===== src/rtl/arbitro_memoria_dados_pkg.sv =====
// pkg_memoria: shared constants and FSM encoding for the data-memory arbiter.
`default_nettype none

package pkg_memoria;

    localparam int RAM_SIZE = 150;
    localparam int DATA_W   = 32;
    localparam int ADDR_W   = 32;

    localparam logic PORT0 = 1'b0;
    localparam logic PORT1 = 1'b1;

    typedef enum logic [1:0] {
        IDLE = 2'd0,
        OWN0 = 2'd1,
        OWN1 = 2'd2
    } state_t;

endpackage

`default_nettype wire


===== src/rtl/arbitro_memoria_dados_arb_rr2.sv =====
// arb_rr2: two-way conflict picker, round-robin against last winner or fixed port-0 priority.
`default_nettype none

module arb_rr2
    import pkg_memoria::*;
#(
    parameter int FIXED_PRI = 0
) (
    input  logic req0,
    input  logic req1,
    input  logic last_gnt,
    output logic pick
);

    always_comb begin
        pick = PORT0;
        if (req0 && req1) begin
            pick = (FIXED_PRI != 0) ? PORT0 : ~last_gnt;
        end else if (req1) begin
            pick = PORT1;
        end
    end

endmodule

`default_nettype wire


===== src/rtl/arbitro_memoria_dados.sv =====
// arbitro_memoria_dados: shares the single-port data memory between CPU (port 0) and DMA (port 1).
`default_nettype none

module arbitro_memoria_dados
    import pkg_memoria::*;
#(
    parameter int RAM_SIZE  = pkg_memoria::RAM_SIZE,
    parameter int DATA_W    = pkg_memoria::DATA_W,
    parameter int ADDR_W    = pkg_memoria::ADDR_W,
    parameter int MAX_BURST = 8,
    parameter int FIXED_PRI = 0
) (
    input  logic              clk,
    input  logic              reset,
    input  logic              req0,
    input  logic              req1,
    input  logic              we0,
    input  logic              we1,
    input  logic              lock0,
    input  logic              lock1,
    input  logic [ADDR_W-1:0] addr0,
    input  logic [ADDR_W-1:0] addr1,
    input  logic [DATA_W-1:0] wdata0,
    input  logic [DATA_W-1:0] wdata1,
    output logic              gnt0,
    output logic              gnt1,
    output logic              rvalid0,
    output logic              rvalid1,
    output logic [DATA_W-1:0] rdata0,
    output logic [DATA_W-1:0] rdata1,
    output logic              err0,
    output logic              err1,
    output logic              mem_we,
    output logic [ADDR_W-1:0] mem_addr,
    output logic [DATA_W-1:0] mem_wdata,
    input  logic [DATA_W-1:0] mem_rdata
);

    localparam int                CNT_W      = $clog2(MAX_BURST + 1);
    localparam logic [CNT_W-1:0]  BURST_MAX  = CNT_W'(MAX_BURST);
    localparam logic [CNT_W-1:0]  BURST_ONE  = CNT_W'(1);
    localparam logic [ADDR_W-1:0] ADDR_LIMIT = ADDR_W'(RAM_SIZE);

    state_t             state, state_nx;
    logic [CNT_W-1:0]   burst_cnt, burst_nx;
    logic               last_gnt;
    logic               pick;
    logic               use_arb;
    logic               oor0, oor1;
    logic               rvalid0_q, rvalid1_q;
    logic               err0_q, err1_q;

    assign oor0 = (addr0 >= ADDR_LIMIT);
    assign oor1 = (addr1 >= ADDR_LIMIT);

    arb_rr2 #(
        .FIXED_PRI (FIXED_PRI)
    ) u_pick (
        .req0     (req0),
        .req1     (req1),
        .last_gnt (last_gnt),
        .pick     (pick)
    );

    always_ff @(posedge clk) begin
        if (reset) begin
            state     <= IDLE;
            burst_cnt <= '0;
            last_gnt  <= PORT1;
        end else begin
            state     <= state_nx;
            burst_cnt <= burst_nx;
            if (gnt0 || gnt1) begin
                last_gnt <= gnt1;
            end
        end
    end

    // A locked owner keeps the port until it drops req/lock or the waiting port's burst quota expires.
    always_comb begin
        gnt0     = 1'b0;
        gnt1     = 1'b0;
        state_nx = state;
        burst_nx = burst_cnt;
        use_arb  = 1'b0;
        case (state)
            OWN0: begin
                if (req0) begin
                    if (req1 && burst_cnt == BURST_MAX) begin
                        gnt1     = 1'b1;
                        state_nx = IDLE;
                        burst_nx = '0;
                    end else begin
                        gnt0 = 1'b1;
                        if (!lock0) begin
                            state_nx = IDLE;
                            burst_nx = '0;
                        end else if (req1 && burst_cnt < BURST_MAX) begin
                            burst_nx = burst_cnt + BURST_ONE;
                        end
                    end
                end else begin
                    use_arb = 1'b1;
                end
            end
            OWN1: begin
                if (req1) begin
                    if (req0 && burst_cnt == BURST_MAX) begin
                        gnt0     = 1'b1;
                        state_nx = IDLE;
                        burst_nx = '0;
                    end else begin
                        gnt1 = 1'b1;
                        if (!lock1) begin
                            state_nx = IDLE;
                            burst_nx = '0;
                        end else if (req0 && burst_cnt < BURST_MAX) begin
                            burst_nx = burst_cnt + BURST_ONE;
                        end
                    end
                end else begin
                    use_arb = 1'b1;
                end
            end
            default: use_arb = 1'b1;
        endcase

        if (use_arb) begin
            state_nx = IDLE;
            burst_nx = '0;
            if (req0 || req1) begin
                if (pick == PORT1) begin
                    gnt1 = 1'b1;
                    if (lock1) begin
                        state_nx = OWN1;
                        burst_nx = BURST_ONE;
                    end
                end else begin
                    gnt0 = 1'b1;
                    if (lock0) begin
                        state_nx = OWN0;
                        burst_nx = BURST_ONE;
                    end
                end
            end
        end

        if (reset) begin
            gnt0 = 1'b0;
            gnt1 = 1'b0;
        end
    end

    // Out-of-range accesses are still granted but must never reach the memory as writes.
    always_comb begin
        mem_we    = 1'b0;
        mem_addr  = '0;
        mem_wdata = '0;
        if (gnt0) begin
            mem_we    = we0 & ~oor0;
            mem_addr  = addr0;
            mem_wdata = wdata0;
        end else if (gnt1) begin
            mem_we    = we1 & ~oor1;
            mem_addr  = addr1;
            mem_wdata = wdata1;
        end
    end

    always_ff @(posedge clk) begin
        if (reset) begin
            rvalid0_q <= 1'b0;
            rvalid1_q <= 1'b0;
            err0_q    <= 1'b0;
            err1_q    <= 1'b0;
            rdata0    <= '0;
            rdata1    <= '0;
        end else begin
            rvalid0_q <= gnt0 && (oor0 || !we0);
            rvalid1_q <= gnt1 && (oor1 || !we1);
            err0_q    <= gnt0 && oor0;
            err1_q    <= gnt1 && oor1;
            if (gnt0 && oor0) begin
                rdata0 <= '0;
            end else if (gnt0 && !we0) begin
                rdata0 <= mem_rdata;
            end
            if (gnt1 && oor1) begin
                rdata1 <= '0;
            end else if (gnt1 && !we1) begin
                rdata1 <= mem_rdata;
            end
        end
    end

    // A reset arriving while a return is pending suppresses that return immediately.
    assign rvalid0 = rvalid0_q & ~reset;
    assign rvalid1 = rvalid1_q & ~reset;
    assign err0    = err0_q & ~reset;
    assign err1    = err1_q & ~reset;

endmodule

`default_nettype wire

===== config.mk =====
export PLATFORM = sky130hd
export DESIGN_NAME = arbitro_memoria_dados
export DESIGN_NICKNAME = d
export VERILOG_FILES = /design/src/rtl/arbitro_memoria_dados_pkg.sv /design/src/rtl/arbitro_memoria_dados_arb_rr2.sv /design/src/rtl/arbitro_memoria_dados.sv
export SDC_FILE = /design/constraint.sdc
export NUM_CORES = 1
export LEC_CHECK = 0
export CORE_AREA = 3 3 118 120
export DETAILED_ROUTE_END_ITERATION = 8
export DIE_AREA = 0 0 121 123
export MAX_ROUTING_LAYER = met4
export PLACE_DENSITY = 0.74
export SKIP_CTS_REPAIR_TIMING = 1
export SLEW_MARGIN = 10
export SYNTH_ARGS = -nofsm -noshare
export SYNTH_HDL_FRONTEND = slang
export SYNTH_SLANG_ARGS = --single-unit

===== constraint.sdc =====
create_clock -name clk -period 5.9 [get_ports clk]
set_clock_uncertainty 0.05 [all_clocks]
set_input_delay 0.885 -clock clk [delete_from_list [all_inputs] [get_ports clk]]
set_output_delay 0.885 -clock clk [all_outputs]
set_load 0.01 [all_outputs]

== Word level (Yosys, flattened, before mapping) ==
Index checks and enable logic that the tools add are counted.
Operators by class
  add/subtract/negate cells: 1
  order comparisons: 3
  equal/unequal tests: 9
  muxes and demuxes: 55
  bitwise logic cells: 10
  reduce and logical (&&, ||, !) cells: 22
Operators by type and width (number)
  two-way mux 32 bit: 4
  greater-or-equal comparator 32 x 8 -> 1 bit (second input constant): 2
  two-way mux 4 bit: 11
  two-way mux 1 bit: 25
  two-way mux 2 bit: 10
  logical AND 1 bit: 11
  inequality test 5 bit (second input constant): 2
  AND reduction 5 bit: 2
  inequality test 4 bit (second input constant): 2
  case mux 4 bit (2 select lines): 1
  bitwise AND 1 bit: 6
  inequality test 3 bit (second input constant): 2
  case mux 1 bit (2 select lines): 3
  adder 4 x 1 -> 4 bit (second input constant): 1
  equality test 4 bit (second input constant): 1
  logical OR 1 bit: 4
  less-than comparator 4 bit (second input constant): 1
  inverter 1 bit: 4
  case mux 2 bit (2 select lines): 1
  OR reduction 2 bit: 2
  nonzero test 3 bit: 1
  equality test 2 x 1 -> 1 bit (second input constant): 1
  equality test 2 bit (second input constant): 1
  zero test 1 bit: 2
Storage, ports and cells
  register bits after elaboration: 75
  input bits: 168
  output and inout port bits: 135
  word-level logic and storage cells: 109

== Longest topological paths before layout ==
  word-level depth: 11
  mapped depth: 11
  gate-level depth less buffers: 8

== By module ==
A second synthesis with hierarchy kept.
Unflattened totals
  cell total of the unflattened synthesis: 402
  area, all modules: 3966.3 um^2
By module, submodules not included
  arbitro_memoria_dados: times used 1, cells an instance 401, area an instance 3955.0 um^2, seq. area each 1501.4 um^2
  arb_rr2: times used 1, cells an instance 1, area an instance 11.3 um^2, seq. area each 0.0 um^2

== Worst setup path after synthesis ==
Ideal clock, no wire load.
  kind: input-to-output
  start point: input port req0
  end point: output port mem_addr[0]
  data arrival time: 2.272 ns
  data required time: 4.965 ns
  slack: 2.693 ns
  stages: 8
  buffers on the path: 3
  cells stage by stage: buf_2 -> o21bai_1 -> a211o_1 -> and2_1 -> nor2_2 -> buf_6 -> buf_6 -> a22o_1
Between the ends
  longest elaborated chain between the ends: 10
  elaborated cells on any way between the ends: 24
  those cells by class: 21 x mux; 3 x reduce/logical
Ends and longest elaborated chain
  start, declared: line arbitro_memoria_dados.sv:15  | input logic req0,
  logical AND 1 bit: line arbitro_memoria_dados.sv:108  | if (req0 && burst_cnt == BURST_MAX) begin
  two-way mux 1 bit: line arbitro_memoria_dados.sv:108
  two-way mux 1 bit: line arbitro_memoria_dados.sv:107  | if (req1) begin
  case mux 1 bit (2 select lines): line arbitro_memoria_dados.sv:86  | case (state)
  two-way mux 1 bit: line arbitro_memoria_dados.sv:132  | if (pick == PORT1) begin
  two-way mux 1 bit: line arbitro_memoria_dados.sv:131  | if (req0 || req1) begin
  two-way mux 1 bit: line arbitro_memoria_dados.sv:128  | if (use_arb) begin
  two-way mux 1 bit: line arbitro_memoria_dados.sv:148  | if (reset) begin
  two-way mux 32 bit: line arbitro_memoria_dados.sv:163  | end else if (gnt1) begin
  two-way mux 32 bit *: line arbitro_memoria_dados.sv:159  | if (gnt0) begin
  end, declared: line arbitro_memoria_dados.sv:34  | output logic [ADDR_W-1:0] mem_addr,
Mark *: on every way between the ends. The rest lies on a longest branch, timed or not.

== Worst setup path in the final report ==
  start point: input port reset
  end point: output port mem_wdata[1]
Between the ends
  longest elaborated chain between the ends: 3
  elaborated cells on any way between the ends: 4
  those cells by class: 4 x mux
Ends and longest elaborated chain
  start, declared: line arbitro_memoria_dados.sv:14  | input logic reset,
  two-way mux 1 bit: line arbitro_memoria_dados.sv:148
  two-way mux 32 bit: line arbitro_memoria_dados.sv:163
  two-way mux 32 bit *: line arbitro_memoria_dados.sv:159
  end, declared: line arbitro_memoria_dados.sv:35  | output logic [DATA_W-1:0] mem_wdata,
Marked as above.

==> impl_metrics.toml <==
[status]
status = "completed"

[floorplan]
dieArea_mm2 = 0.01488
io-pin-count = 303
row_count = 42
core_mm2 = 0.01309
die_h_um = 123
start_util = 0.3029
die_x_um = 121

[synthesis]
synth_area_leaders = "dfxtp_1 38%, a22o_1 14%, mux2i_1 8.6%"
synth_seq_cells = 75
ys_async_sr_fraction = 0
synth-simple-area-share = 0.1591
synth_xor_area_frac = 0
synth_area_per_cell_um2 = 8.907
synth_cell_types = 50
synth_area_mm2 = 0.003964
synthMuxAreaShare = 0.09249
synth_edf_count = 0
synthAdderAreaFrac = 0.01263
yosys_warnings = 0
yosysSeqAreaShare = 0.3788
mappedNetlistNets = 617
synth_top_family_by_area = "compound AO/OA/AOI/OAI gates"
synth_commonest_cells = "75 x dfxtp_1, 65 x a22o_1, 37 x a21oi_1, 37 x nor2_1, 34 x mux2i_1"
synth-compound-area-share = 0.2872
synth_top_flop_cell = "dfxtp_1"
yosys.cell_count.top_type = "dfxtp_1"
syn_inst = 445
yosys.area.top_type = "dfxtp_1"
synthDominantCellAreaShare = 0.3788

[pwr]
p_leak_nw = 2.581
ir_worst_vdd_mv = 0.1372
power_density_mw_per_mm2 = 203.3

[finish]
multi_input_area_mm2 = 0.002206
drive_gt1_frac = 0.04781
fin_nets = 899
final_cells = 914
register_area_mm2 = 0.001501
final_core_util = 0.5637
fill_cells = 1191
layout-area-overhead-vs-synth_pct = 86.08

[timing]
whs_ps = 425.2
finalSetupViolCount = 0
clock.fmax_mhz = 203.2
timing.final.max_slew_violations = 0
fin_crit_sh = 0.8343
hold_violations = 0
tightest_slew_ps = 1083
rsz0062_at_grt = "no"
slew_headroom = 0.2772
fin_setup_tns_ps = 0
min_period_ps = 4922

[global_route]
antenna_found_initial = 3
grt_pass1_vias = 4731
grt_pass1_wl_um = 28210
grt_use_total = 0.2586
grt_max_degree = 71
grt-ovfl-total = 0

[place]
port_buffers = 302
place_congestion = 0.9555
hpwlAfterDp_um = 15630
placed_cells = 892

[setup_path]
critical_path_class = "in -> out"
cp_max_fo = 65
max_stage_delay_ps = 700
critPathLaunchType = "primary input"
worst_ep_arrival_time_ps = 3990
worstPathRequired_ps = 4970
critical_path.most_common_cell = "clkdlybuf4s50_1"
worstPathBufferInverterCount = 3
cp_top_family = "buffers and inverters"
cp-end-kind = "output port"
crit_path_cell_trace = "clkdlybuf4s50_1 > nor4bb_1 > mux2i_1 > and2_1 > nor2_4 > buf_4 > a22o_1 > clkdlybuf4s50_1"
critPathSlowestCell = "clkdlybuf4s50_1"

[routing]
ant_nets = 0
wl_per_cell_um = 21.52
drt_iter0_markers = 388
drc = 0
vias = 4758
firstDrtPassIters = 5
routed_wl_um = 19670
routed_via_density = 5.206

[clock_tree]
cts_tree = "built"
cts_made_buffers = 9
root_buffer = "clkbuf_16"
ctsLongestPathBuffers = 2
clk_latency_ps = 320
cts.sinks = 75
cts_htree_levels = 3
path_clk_slew_ps = 60

[worst_hold_path]
hp-class = "reg -> reg"

[flow_run]
drv_cap = 0
power breakdown:
part | leakage, nW | total [W] | internal (W) | switching, W
combinational | 1.83 | 0.000422 | 0.000239 | 0.000183
sequential | 0.607 | 0.000529 | 0.000521 | 0.00000771
clock | 0.146 | 0.000549 | 0.000330 | 0.000219
through the flow:
| step | total power [W] | worst slack [ps] | area (um2) |
|---|---|---|---|
| after floorplan | 0.0007036 | 2693 | 3964 |
| after global placement | 0.0009541 | 1097 | 7058 |
| after detailed placement | 0.0009590 | 974.8 | 7058 |
| after CTS | 0.001511 | 973.9 | 7361 |
| after global routing | 0.001558 | 745.8 | 7368 |
| final | 0.001499 | 977.8 | 7376 |
final timing paths:
| path | startpoint | to | slack [ps] | cells after the start |
|---|---|---|---|---|
| worst max-delay path | reset | mem_wdata[1] | 980 | 8 |
| worst min-delay path | rdata0[3] | rdata0[3] | 430 | 2 |
| worst max register to register | state[0] | rdata0[5] | 2680 | 10 |
| worst min register to register | rdata0[3] | rdata0[3] | 430 | 2 |
cells by family (layout without fill, tap and decap cells):
family,Yosys count,after routing
AOI/OAI and AO/OA,162,162
DFF,75,75
muxes,36,36
adders and majority gates,4,4
other,0,6
buffers and inverters,50,337
and+or+nand+nor,118,118
worst min-delay path, delay by kind of cell, from the launching register on:
family	cells	cell delay [ps]
flops	1	300
compound gates	2	120
per-layer routing:
| layer | part of all wire | GRT usage | vias up |
|---|---|---|---|
| met1 | 0.42 | 0.3210 | 2243 |
| met3 | 0.083 | 0.06359 | 27 |
| li1 | - | - | 2252 |
| met2 | 0.48 | 0.4286 | 236 |
| met4 | 0.017 | 0.05737 | 0 |
| met5 | 0 | - | - |
sequential cells by signal, summed over array words and instances, names as in the netlist:
register   count
rdata0        32
burst_cnt      4
state          2
rvalid1_q      1
err1_q         1
rdata1        32
rvalid0_q      1
last_gnt       1
err0_q         1
cells in the final DEF (no fill, tap or decap), types with 6 or more instances in the layout:
cell | netlist | routed
clkdlybuf4s50_1 | 0 | 302
dfxtp_1 | 75 | 75
a22o_1 | 65 | 65
a21oi_1 | 37 | 37
nor2_1 | 37 | 37
mux2i_1 | 34 | 34
nand3_1 | 33 | 33
o21ai_0 | 32 | 32
nor4_1 | 12 | 12
inv_1 | 9 | 9
clkbuf_16 | 0 | 9
buf_4 | 5 | 9
nor2b_1 | 7 | 7
diode_2 | 0 | 6
nor4bb_1 | 6 | 6
nand2_1 | 6 | 6
layout make-up:
cell class | instances | area share
timing repair buffer | 311 | 0.4190
multi-input combinational | 320 | 0.2991
sequential | 75 | 0.2036
clock buffer | 9 | 0.03053
tap | 176 | 0.02986
clock inverter | 7 | 0.01052
inverter | 10 | 0.005428
antenna | 6 | 0.002036
Power figures use the tool's default switching activity.
